`src/rtl/operand_forward_unit_pkg.sv`:
```
// Shared types for the LC-3b EX-stage operand bypass and load-hazard unit.
package operand_forward_unit_pkg;

    localparam int unsigned LC3B_REG_W  = 3;
    localparam int unsigned LC3B_WORD_W = 16;
    localparam int unsigned PERF_W      = 32;

    typedef logic [LC3B_REG_W-1:0]  lc3b_reg;
    typedef logic [LC3B_WORD_W-1:0] lc3b_word;

    typedef enum logic [1:0] {
        FWD_RF,
        FWD_RET,
        FWD_WB,
        FWD_MEM
    } fwd_src_t;

    typedef enum logic {
        FWD_RUN,
        FWD_LOAD_WAIT
    } fwd_state_t;

endpackage

```
`src/rtl/operand_forward_unit_if.sv`:
```
// Pipeline-side bundle for operand_forward_unit; OPERAND_FWD_PERF_EN adds the perf counters.
interface operand_forward_unit_if #(
    parameter int unsigned NUM_REGS = 8,
    parameter int unsigned WORD_W   = 16
);
    localparam int unsigned REG_W = $clog2(NUM_REGS);

    logic              pipe_stall;
    logic              ex_valid;
    logic [REG_W-1:0]  ex_sr1;
    logic [REG_W-1:0]  ex_sr2;
    logic              ex_uses_sr1;
    logic              ex_uses_sr2;
    logic [WORD_W-1:0] ex_rf_sr1;
    logic [WORD_W-1:0] ex_rf_sr2;
    logic              mem_valid;
    logic              mem_we;
    logic [REG_W-1:0]  mem_dest;
    logic              mem_is_load;
    logic              mem_data_ok;
    logic [WORD_W-1:0] mem_out;
    logic              wb_valid;
    logic              wb_we;
    logic [REG_W-1:0]  wb_dest;
    logic [WORD_W-1:0] wb_out;
    logic [WORD_W-1:0] ex_op1;
    logic [WORD_W-1:0] ex_op2;
    logic              hazard_stall;
    logic              fwd_state;
`ifdef OPERAND_FWD_PERF_EN
    logic [31:0]       stall_cycles;
    logic [31:0]       fwd_hits;
`endif

    modport master (
        output pipe_stall, ex_valid, ex_sr1, ex_sr2, ex_uses_sr1, ex_uses_sr2,
               ex_rf_sr1, ex_rf_sr2, mem_valid, mem_we, mem_dest, mem_is_load,
               mem_data_ok, mem_out, wb_valid, wb_we, wb_dest, wb_out,
        input  ex_op1, ex_op2, hazard_stall, fwd_state
`ifdef OPERAND_FWD_PERF_EN
               , stall_cycles, fwd_hits
`endif
    );

    modport slave (
        input  pipe_stall, ex_valid, ex_sr1, ex_sr2, ex_uses_sr1, ex_uses_sr2,
               ex_rf_sr1, ex_rf_sr2, mem_valid, mem_we, mem_dest, mem_is_load,
               mem_data_ok, mem_out, wb_valid, wb_we, wb_dest, wb_out,
        output ex_op1, ex_op2, hazard_stall, fwd_state
`ifdef OPERAND_FWD_PERF_EN
               , stall_cycles, fwd_hits
`endif
    );

endinterface

```
`src/rtl/operand_forward_unit_bypass_mux.sv`:
```
// Per-operand priority bypass select: MEM, then WB, then retired buffer, then regfile.
module operand_bypass_mux
    import operand_forward_unit_pkg::*;
#(
    parameter int unsigned REG_W  = 3,
    parameter int unsigned WORD_W = 16
) (
    input  logic [REG_W-1:0]  sr,
    input  logic              use_en,
    input  logic              mem_wr,
    input  logic [REG_W-1:0]  mem_dest,
    input  logic [WORD_W-1:0] mem_data,
    input  logic              wb_wr,
    input  logic [REG_W-1:0]  wb_dest,
    input  logic [WORD_W-1:0] wb_data,
    input  logic              ret_wr,
    input  logic [REG_W-1:0]  ret_dest,
    input  logic [WORD_W-1:0] ret_data,
    input  logic [WORD_W-1:0] rf_data,
    output logic [WORD_W-1:0] operand_c,
    output fwd_src_t          src_c
);

    always_comb begin
        operand_c = rf_data;
        src_c     = FWD_RF;
        if (use_en && mem_wr && (mem_dest == sr)) begin
            operand_c = mem_data;
            src_c     = FWD_MEM;
        end else if (use_en && wb_wr && (wb_dest == sr)) begin
            operand_c = wb_data;
            src_c     = FWD_WB;
        end else if (use_en && ret_wr && (ret_dest == sr)) begin
            operand_c = ret_data;
            src_c     = FWD_RET;
        end
    end

endmodule

```
`src/rtl/operand_forward_unit.sv`:
```
// EX-stage operand bypass, retired-writeback buffer and load-use stall FSM.
// Optional perf counters enabled with OPERAND_FWD_PERF_EN.
module operand_forward_unit
    import operand_forward_unit_pkg::*;
#(
    parameter int unsigned NUM_REGS = 8,
    parameter int unsigned WORD_W   = 16
) (
    input logic                  clk,
    input logic                  rst,
    operand_forward_unit_if.slave bus
);

    localparam int unsigned REG_W = $clog2(NUM_REGS);

    logic              ret_valid;
    logic [REG_W-1:0]  ret_dest;
    logic [WORD_W-1:0] ret_data;
    fwd_state_t        state;
    fwd_state_t        state_nxt;
    fwd_src_t          src1_c;
    fwd_src_t          src2_c;
    logic [WORD_W-1:0] op1_c;
    logic [WORD_W-1:0] op2_c;
    logic              need_wait_c;
    logic              stall_c;
    logic              advance_c;

    operand_bypass_mux #(.REG_W(REG_W), .WORD_W(WORD_W)) u_mux1 (
        .sr        (bus.ex_sr1),
        .use_en    (bus.ex_valid & bus.ex_uses_sr1),
        .mem_wr    (bus.mem_valid & bus.mem_we),
        .mem_dest  (bus.mem_dest),
        .mem_data  (bus.mem_out),
        .wb_wr     (bus.wb_valid & bus.wb_we),
        .wb_dest   (bus.wb_dest),
        .wb_data   (bus.wb_out),
        .ret_wr    (ret_valid),
        .ret_dest  (ret_dest),
        .ret_data  (ret_data),
        .rf_data   (bus.ex_rf_sr1),
        .operand_c (op1_c),
        .src_c     (src1_c)
    );

    operand_bypass_mux #(.REG_W(REG_W), .WORD_W(WORD_W)) u_mux2 (
        .sr        (bus.ex_sr2),
        .use_en    (bus.ex_valid & bus.ex_uses_sr2),
        .mem_wr    (bus.mem_valid & bus.mem_we),
        .mem_dest  (bus.mem_dest),
        .mem_data  (bus.mem_out),
        .wb_wr     (bus.wb_valid & bus.wb_we),
        .wb_dest   (bus.wb_dest),
        .wb_data   (bus.wb_out),
        .ret_wr    (ret_valid),
        .ret_dest  (ret_dest),
        .ret_data  (ret_data),
        .rf_data   (bus.ex_rf_sr2),
        .operand_c (op2_c),
        .src_c     (src2_c)
    );

    // A MEM hit on an unfinished load must hold EX; reset kills the request immediately.
    assign need_wait_c = ((src1_c == FWD_MEM) || (src2_c == FWD_MEM))
                         && bus.mem_is_load && !bus.mem_data_ok;
    assign stall_c     = need_wait_c && !rst;
    assign advance_c   = !bus.pipe_stall && !stall_c;

    assign bus.ex_op1       = op1_c;
    assign bus.ex_op2       = op2_c;
    assign bus.hazard_stall = stall_c;
    assign bus.fwd_state    = (state == FWD_LOAD_WAIT);

    // Regfile has no write-through, so the last retired write is replayed for one cycle.
    always_ff @(posedge clk) begin
        if (rst) begin
            ret_valid <= 1'b0;
            ret_dest  <= '0;
            ret_data  <= '0;
        end else if (advance_c) begin
            ret_valid <= bus.wb_valid & bus.wb_we;
            ret_dest  <= bus.wb_dest;
            ret_data  <= bus.wb_out;
        end
    end

    always_ff @(posedge clk) begin
        if (rst) begin
            state <= FWD_RUN;
        end else begin
            state <= state_nxt;
        end
    end

    // A flush (mem_valid low) clears need_wait, so it also releases LOAD_WAIT.
    always_comb begin
        state_nxt = state;
        if (!bus.pipe_stall) begin
            case (state)
                FWD_RUN:       if (need_wait_c)  state_nxt = FWD_LOAD_WAIT;
                FWD_LOAD_WAIT: if (!need_wait_c) state_nxt = FWD_RUN;
                default:                         state_nxt = FWD_RUN;
            endcase
        end
    end

`ifdef OPERAND_FWD_PERF_EN
    logic [PERF_W-1:0] stall_cnt;
    logic [PERF_W-1:0] hit_cnt;
    logic              any_hit_c;

    assign any_hit_c = (src1_c != FWD_RF) || (src2_c != FWD_RF);

    // Saturating event counters.
    always_ff @(posedge clk) begin
        if (rst) begin
            stall_cnt <= '0;
            hit_cnt   <= '0;
        end else begin
            if (stall_c && !bus.pipe_stall && (stall_cnt != '1))
                stall_cnt <= stall_cnt + PERF_W'(1);
            if (any_hit_c && advance_c && (hit_cnt != '1))
                hit_cnt <= hit_cnt + PERF_W'(1);
        end
    end

    assign bus.stall_cycles = stall_cnt;
    assign bus.fwd_hits     = hit_cnt;
`endif

endmodule
```
`src/flat_wrapper.sv`:
```
// flat-port wrapper written by rule: the top's interface ports become plain ports
module operand_forward_unit_flat import operand_forward_unit_pkg::*;
#(
    parameter int unsigned NUM_REGS = 8,
    parameter int unsigned WORD_W   = 16
)
  (clk, rst, bus_pipe_stall, bus_ex_valid, bus_ex_sr1, bus_ex_sr2, bus_ex_uses_sr1, bus_ex_uses_sr2, bus_ex_rf_sr1, bus_ex_rf_sr2, bus_mem_valid, bus_mem_we, bus_mem_dest, bus_mem_is_load, bus_mem_data_ok, bus_mem_out, bus_wb_valid, bus_wb_we, bus_wb_dest, bus_wb_out, bus_ex_op1, bus_ex_op2, bus_hazard_stall, bus_fwd_state);
  operand_forward_unit_if #(.NUM_REGS(NUM_REGS), .WORD_W(WORD_W)) bus_i ();
  input logic clk;
  input logic rst;
  input wire logic [$bits(bus_i.pipe_stall)-1:0] bus_pipe_stall;
  input wire logic [$bits(bus_i.ex_valid)-1:0] bus_ex_valid;
  input wire logic [$bits(bus_i.ex_sr1)-1:0] bus_ex_sr1;
  input wire logic [$bits(bus_i.ex_sr2)-1:0] bus_ex_sr2;
  input wire logic [$bits(bus_i.ex_uses_sr1)-1:0] bus_ex_uses_sr1;
  input wire logic [$bits(bus_i.ex_uses_sr2)-1:0] bus_ex_uses_sr2;
  input wire logic [$bits(bus_i.ex_rf_sr1)-1:0] bus_ex_rf_sr1;
  input wire logic [$bits(bus_i.ex_rf_sr2)-1:0] bus_ex_rf_sr2;
  input wire logic [$bits(bus_i.mem_valid)-1:0] bus_mem_valid;
  input wire logic [$bits(bus_i.mem_we)-1:0] bus_mem_we;
  input wire logic [$bits(bus_i.mem_dest)-1:0] bus_mem_dest;
  input wire logic [$bits(bus_i.mem_is_load)-1:0] bus_mem_is_load;
  input wire logic [$bits(bus_i.mem_data_ok)-1:0] bus_mem_data_ok;
  input wire logic [$bits(bus_i.mem_out)-1:0] bus_mem_out;
  input wire logic [$bits(bus_i.wb_valid)-1:0] bus_wb_valid;
  input wire logic [$bits(bus_i.wb_we)-1:0] bus_wb_we;
  input wire logic [$bits(bus_i.wb_dest)-1:0] bus_wb_dest;
  input wire logic [$bits(bus_i.wb_out)-1:0] bus_wb_out;
  output wire logic [$bits(bus_i.ex_op1)-1:0] bus_ex_op1;
  output wire logic [$bits(bus_i.ex_op2)-1:0] bus_ex_op2;
  output wire logic [$bits(bus_i.hazard_stall)-1:0] bus_hazard_stall;
  output wire logic [$bits(bus_i.fwd_state)-1:0] bus_fwd_state;
  assign bus_i.pipe_stall = bus_pipe_stall;
  assign bus_i.ex_valid = bus_ex_valid;
  assign bus_i.ex_sr1 = bus_ex_sr1;
  assign bus_i.ex_sr2 = bus_ex_sr2;
  assign bus_i.ex_uses_sr1 = bus_ex_uses_sr1;
  assign bus_i.ex_uses_sr2 = bus_ex_uses_sr2;
  assign bus_i.ex_rf_sr1 = bus_ex_rf_sr1;
  assign bus_i.ex_rf_sr2 = bus_ex_rf_sr2;
  assign bus_i.mem_valid = bus_mem_valid;
  assign bus_i.mem_we = bus_mem_we;
  assign bus_i.mem_dest = bus_mem_dest;
  assign bus_i.mem_is_load = bus_mem_is_load;
  assign bus_i.mem_data_ok = bus_mem_data_ok;
  assign bus_i.mem_out = bus_mem_out;
  assign bus_i.wb_valid = bus_wb_valid;
  assign bus_i.wb_we = bus_wb_we;
  assign bus_i.wb_dest = bus_wb_dest;
  assign bus_i.wb_out = bus_wb_out;
  assign bus_ex_op1 = bus_i.ex_op1;
  assign bus_ex_op2 = bus_i.ex_op2;
  assign bus_hazard_stall = bus_i.hazard_stall;
  assign bus_fwd_state = bus_i.fwd_state;
  operand_forward_unit #(.NUM_REGS(NUM_REGS), .WORD_W(WORD_W)) u_core (.clk(clk), .rst(rst), .bus(bus_i));
endmodule
```
`config.mk`:
```
export PLATFORM = sky130hd
export DESIGN_NAME = operand_forward_unit_flat
export DESIGN_NICKNAME = d
export VERILOG_FILES = /design/src/rtl/operand_forward_unit_pkg.sv /design/src/rtl/operand_forward_unit_if.sv /design/src/rtl/operand_forward_unit_bypass_mux.sv /design/src/rtl/operand_forward_unit.sv /design/src/flat_wrapper.sv
export SDC_FILE = /design/constraint.sdc
export NUM_CORES = 1
export LEC_CHECK = 0
export BUFFER_PORTS_ARGS = -buffer_cell sky130_fd_sc_hd__buf_2
export CORE_ASPECT_RATIO = 1.2
export CORE_MARGIN = 2
export CORE_UTILIZATION = 35
export DETAILED_ROUTE_END_ITERATION = 8
export GPL_TIMING_DRIVEN = 1
export PLACE_DENSITY_LB_ADDON = 0.3
export SLEW_MARGIN = 15
export SYNTH_ARGS = -nofsm -noshare
export SYNTH_HDL_FRONTEND = slang
export SYNTH_HIERARCHICAL = 1
export SYNTH_SLANG_ARGS = --single-unit
```
`constraint.sdc`:
```
create_clock -name clk -period 4.54 [get_ports clk]
set_input_delay 0.681 -clock clk [delete_from_list [all_inputs] [get_ports clk]]
set_output_delay 0.681 -clock clk [all_outputs]
set_load 0.01 [all_outputs]
```
==> metrics.csv <==
stage,metric,value,unit
worst_setup_path,r2r_end,u_core/ret_data[13]$_SDFFE_PP0P_,
clocking,numCtsBuffers,3,
clocking,clk_pin_slew,0.08,ns
hold_path,hold_depth,2,
synth,synthArstFlopShare,0,%
pwr,swShare,37.6,%
worst_setup_path,endpoint,bus_hazard_stall,
sta,period_needed,3.48,ns
clocking,cts_tree,built,
global_route,antenna_found_initial,0,
global_route,grt_max_degree,62,
place,place_congestion,0.957,
hold_path,min_path_type,reg2reg,
pwr,p_per_area,162,nW/µm²
sta,setup_violations,0,
global_route,grt.overflow.total,0,
route,post_drt_via_cell_ratio,5.88,
worst_setup_path,worstSetupPathType,in2out,
synth,synthCells,397,
layout,n_antenna_cell,0,
sta,final_max_slew_viol_count,0,
clocking,root_buffer,clkbuf_8,
worst_setup_path,required,3.86,ns
die,chipWidth,90.0,µm
layout,layout.nets,568,
place,dp_hpwl,7.91,mm
worst_setup_path,rr_startpoint,u_core/ret_dest[2]$_SDFFE_PP0P_,
sta,period_share,76.6,%
sta,tightest_slew,0.970,ns
synth,synth_top_cell_area_share,13.5,%
sta,relSlewSlack,35.4,%
worst_setup_path,critPathArrivalTime,2.80,ns
clocking,clock_latency,0.26,ns
route,dr.first_iter.drc_count,167,
synth,synth_edf_count,0,
sta,final.setup_skew,0.00339,ns
synth,avgSynthCellArea,7.82,µm²
layout,final_common_cell,buf_2,
synth,syn_nets,485,
sta,setup_tns,0,ns
sta,finalHoldViolations,0,
route,firstDrtPassIters,4,
hold_path,holdCritStartpoint,u_core/bus.fwd_state$_SDFFE_PP0N_,
place,port_buffers,121,
layout,syn2layout_area_growth,18.0,%
die,io_pins,122,
die,die_height,107,µm
clocking,htree_levels,1,
run,maxCapViolations,0,
pwr,pwr-share-seq,37.1,%
clocking,hold_buffers,0,
global_route,met1_usage,28.2,%
synth,yosys_most_used_dff,dfxtp_1,
synth,synth_area_leaders,"dfxtp_1, nor4b_1, a221oi_1",
route,ant_nets,0,
layout,final_cell_mix,"buf_2, nand2_1, nor4b_1, and3_1, a221oi_1",
clocking,clock_sinks,21,
die,start_util,36.1,%
pwr,comb_power_share,41.7,%
die,rows,37,
worst_setup_path,setup.worst_path.start_class,input port,
worst_setup_path,endpoint_kind,output pin,
route,drcViolationCount,0,
route,wl_per_cell,17.5,µm
synth,synth_area,3100,µm²
worst_setup_path,critical_path.max_fanout,17,
synth,yosysTopAreaCell,dfxtp_1,
pwr,cell_internal_pwr,370,µW
global_route,met3_usage,2.74,%
die,coreArea,8610,µm²
global_route,busiest_layer,met2,
layout,utilization,42.5,%
clocking,cts.repair.resized,0,
synth,ys_seq_area_share,13.5,%
synth,yosys_warnings,6,
pwr,pwr-share-clk,21.2,%
synth,synth_seq_cells,21,
sta,rsz0062_at_grt,false,
pwr,power_leakage,1.54,nW
synth,synth.distinct_cells,35,
worst_setup_path,ff2ff_path_depth,7,
global_route,grt_pass1_vias,3210,
clocking,clockBufferDepth,2,
sta,whs,0.459,ns
die,dieArea,9640,µm²
global_route,grt_use_met2,33.5,%
pwr,irDropWorstVdd,0.0762,mV
sta,fmax,287,MHz
status,status,"complete, no violations",
layout,layout-drive-gt1-share,36.7,%
clocking,postCtsSetupBuffers,0,
pwr,p_sw,223,µW
route,vias,3503,
worst_setup_path,rrSetupSlack,1.67,ns
route,drt_wl_total,10.4,mm
worst_setup_path,startpoint,bus_ex_sr1[2],
global_route,grtUsageTotal,20.5,%
global_route,grt_pass1_wl,16.3,mm
## layout make-up
cell class | instances | area [µm²]
fill | 933 | 4950
multi-input combinational | 328 | 2410
timing repair buffer | 126 | 643
sequential | 21 | 420
tap | 117 | 146
clock buffer | 4 | 45.0
## layer usage
metal  vias to the layer above  wire [µm]
met5                         -          0
met4                         0        133
met3                        10        715
met2                       134       4940
met1                      1669       4630
li1                       1690          -
## per-stage QoR
stage               area [µm²]  std cells  total power, mW  setup slack (ns)
detailed placement        3620        592            0.471              1.09
finish                    3660        596            0.594              1.06
floorplan                 3100        397            0.371              1.53
global placement          3620        592            0.464              1.14
CTS                       3660        596            0.595              1.10
global route              3660        596            0.629             0.884
## critical path, stage by stage
cell and delay, ns:
buf_2 0.14, xnor2_2 0.55, nand4_2 0.51, o21bai_1 0.42, a22oi_4 0.13, nor3_1 0.19, buf_2 0.18
## state kept, by name, indices dropped and copies added, names as in the netlist
name                  flops
u_core/bus.fwd_state      1
u_core/ret_data          16
u_core/ret_valid          1
u_core/ret_dest           3
## cells in the mapped netlist (2+ instances only)
library cell / number
clkbuf_2: 2
nor4_4: 2
nand2_1: 57
buf_12: 2
dfxtp_1: 21
nor4_2: 2
o31ai_1: 16
o31ai_2: 16
a221oi_1: 32
buf_6: 5
clkbuf_1: 12
o21bai_1: 2
and3_1: 32
buf_4: 3
or3_1: 20
or4_1: 2
xnor2_1: 4
buf_2: 24
o2bb2ai_1: 20
nor4b_1: 39
xor2_1: 12
nand4_2: 2
xnor2_2: 2
or2_2: 2
nor2_2: 20
nor3b_1: 19
nor2_1: 12
and2_1: 8
## logic make-up after synthesis
| logic type | count (synthesis) | share of synthesized area (%) |
|---|---|---|
| flops | 21 | 13.5 |
| xor+xnor | 18 | 5.56 |
| simple gates | 221 | 44.8 |
| compound gates | 89 | 26.6 |
| buf+inv | 48 | 9.47 |
## power groups by stage
stage / registers [mW] / logic (mW) / clock network [mW]
2_1_floorplan: 0.215 / 0.156 / 0
3_3_place_gp: 0.223 / 0.241 / 0
3_5_place_dp: 0.224 / 0.247 / 0
4_1_cts: 0.219 / 0.247 / 0.129
5_1_grt: 0.223 / 0.270 / 0.136
6_report: 0.220 / 0.248 / 0.126
## how the worst min path moves through the flow
stage / slack [ns] / to
detailed placement: 0.44 / u_core/bus.fwd_state$_SDFFE_PP0N_
finish: 0.46 / u_core/bus.fwd_state$_SDFFE_PP0N_
floorplan: 0.48 / u_core/bus.fwd_state$_SDFFE_PP0N_
CTS: 0.46 / u_core/bus.fwd_state$_SDFFE_PP0N_
global placement: 0.44 / u_core/bus.fwd_state$_SDFFE_PP0N_
global route: 0.49 / u_core/bus.fwd_state$_SDFFE_PP0N_
(Power assumes the default switching activity.)
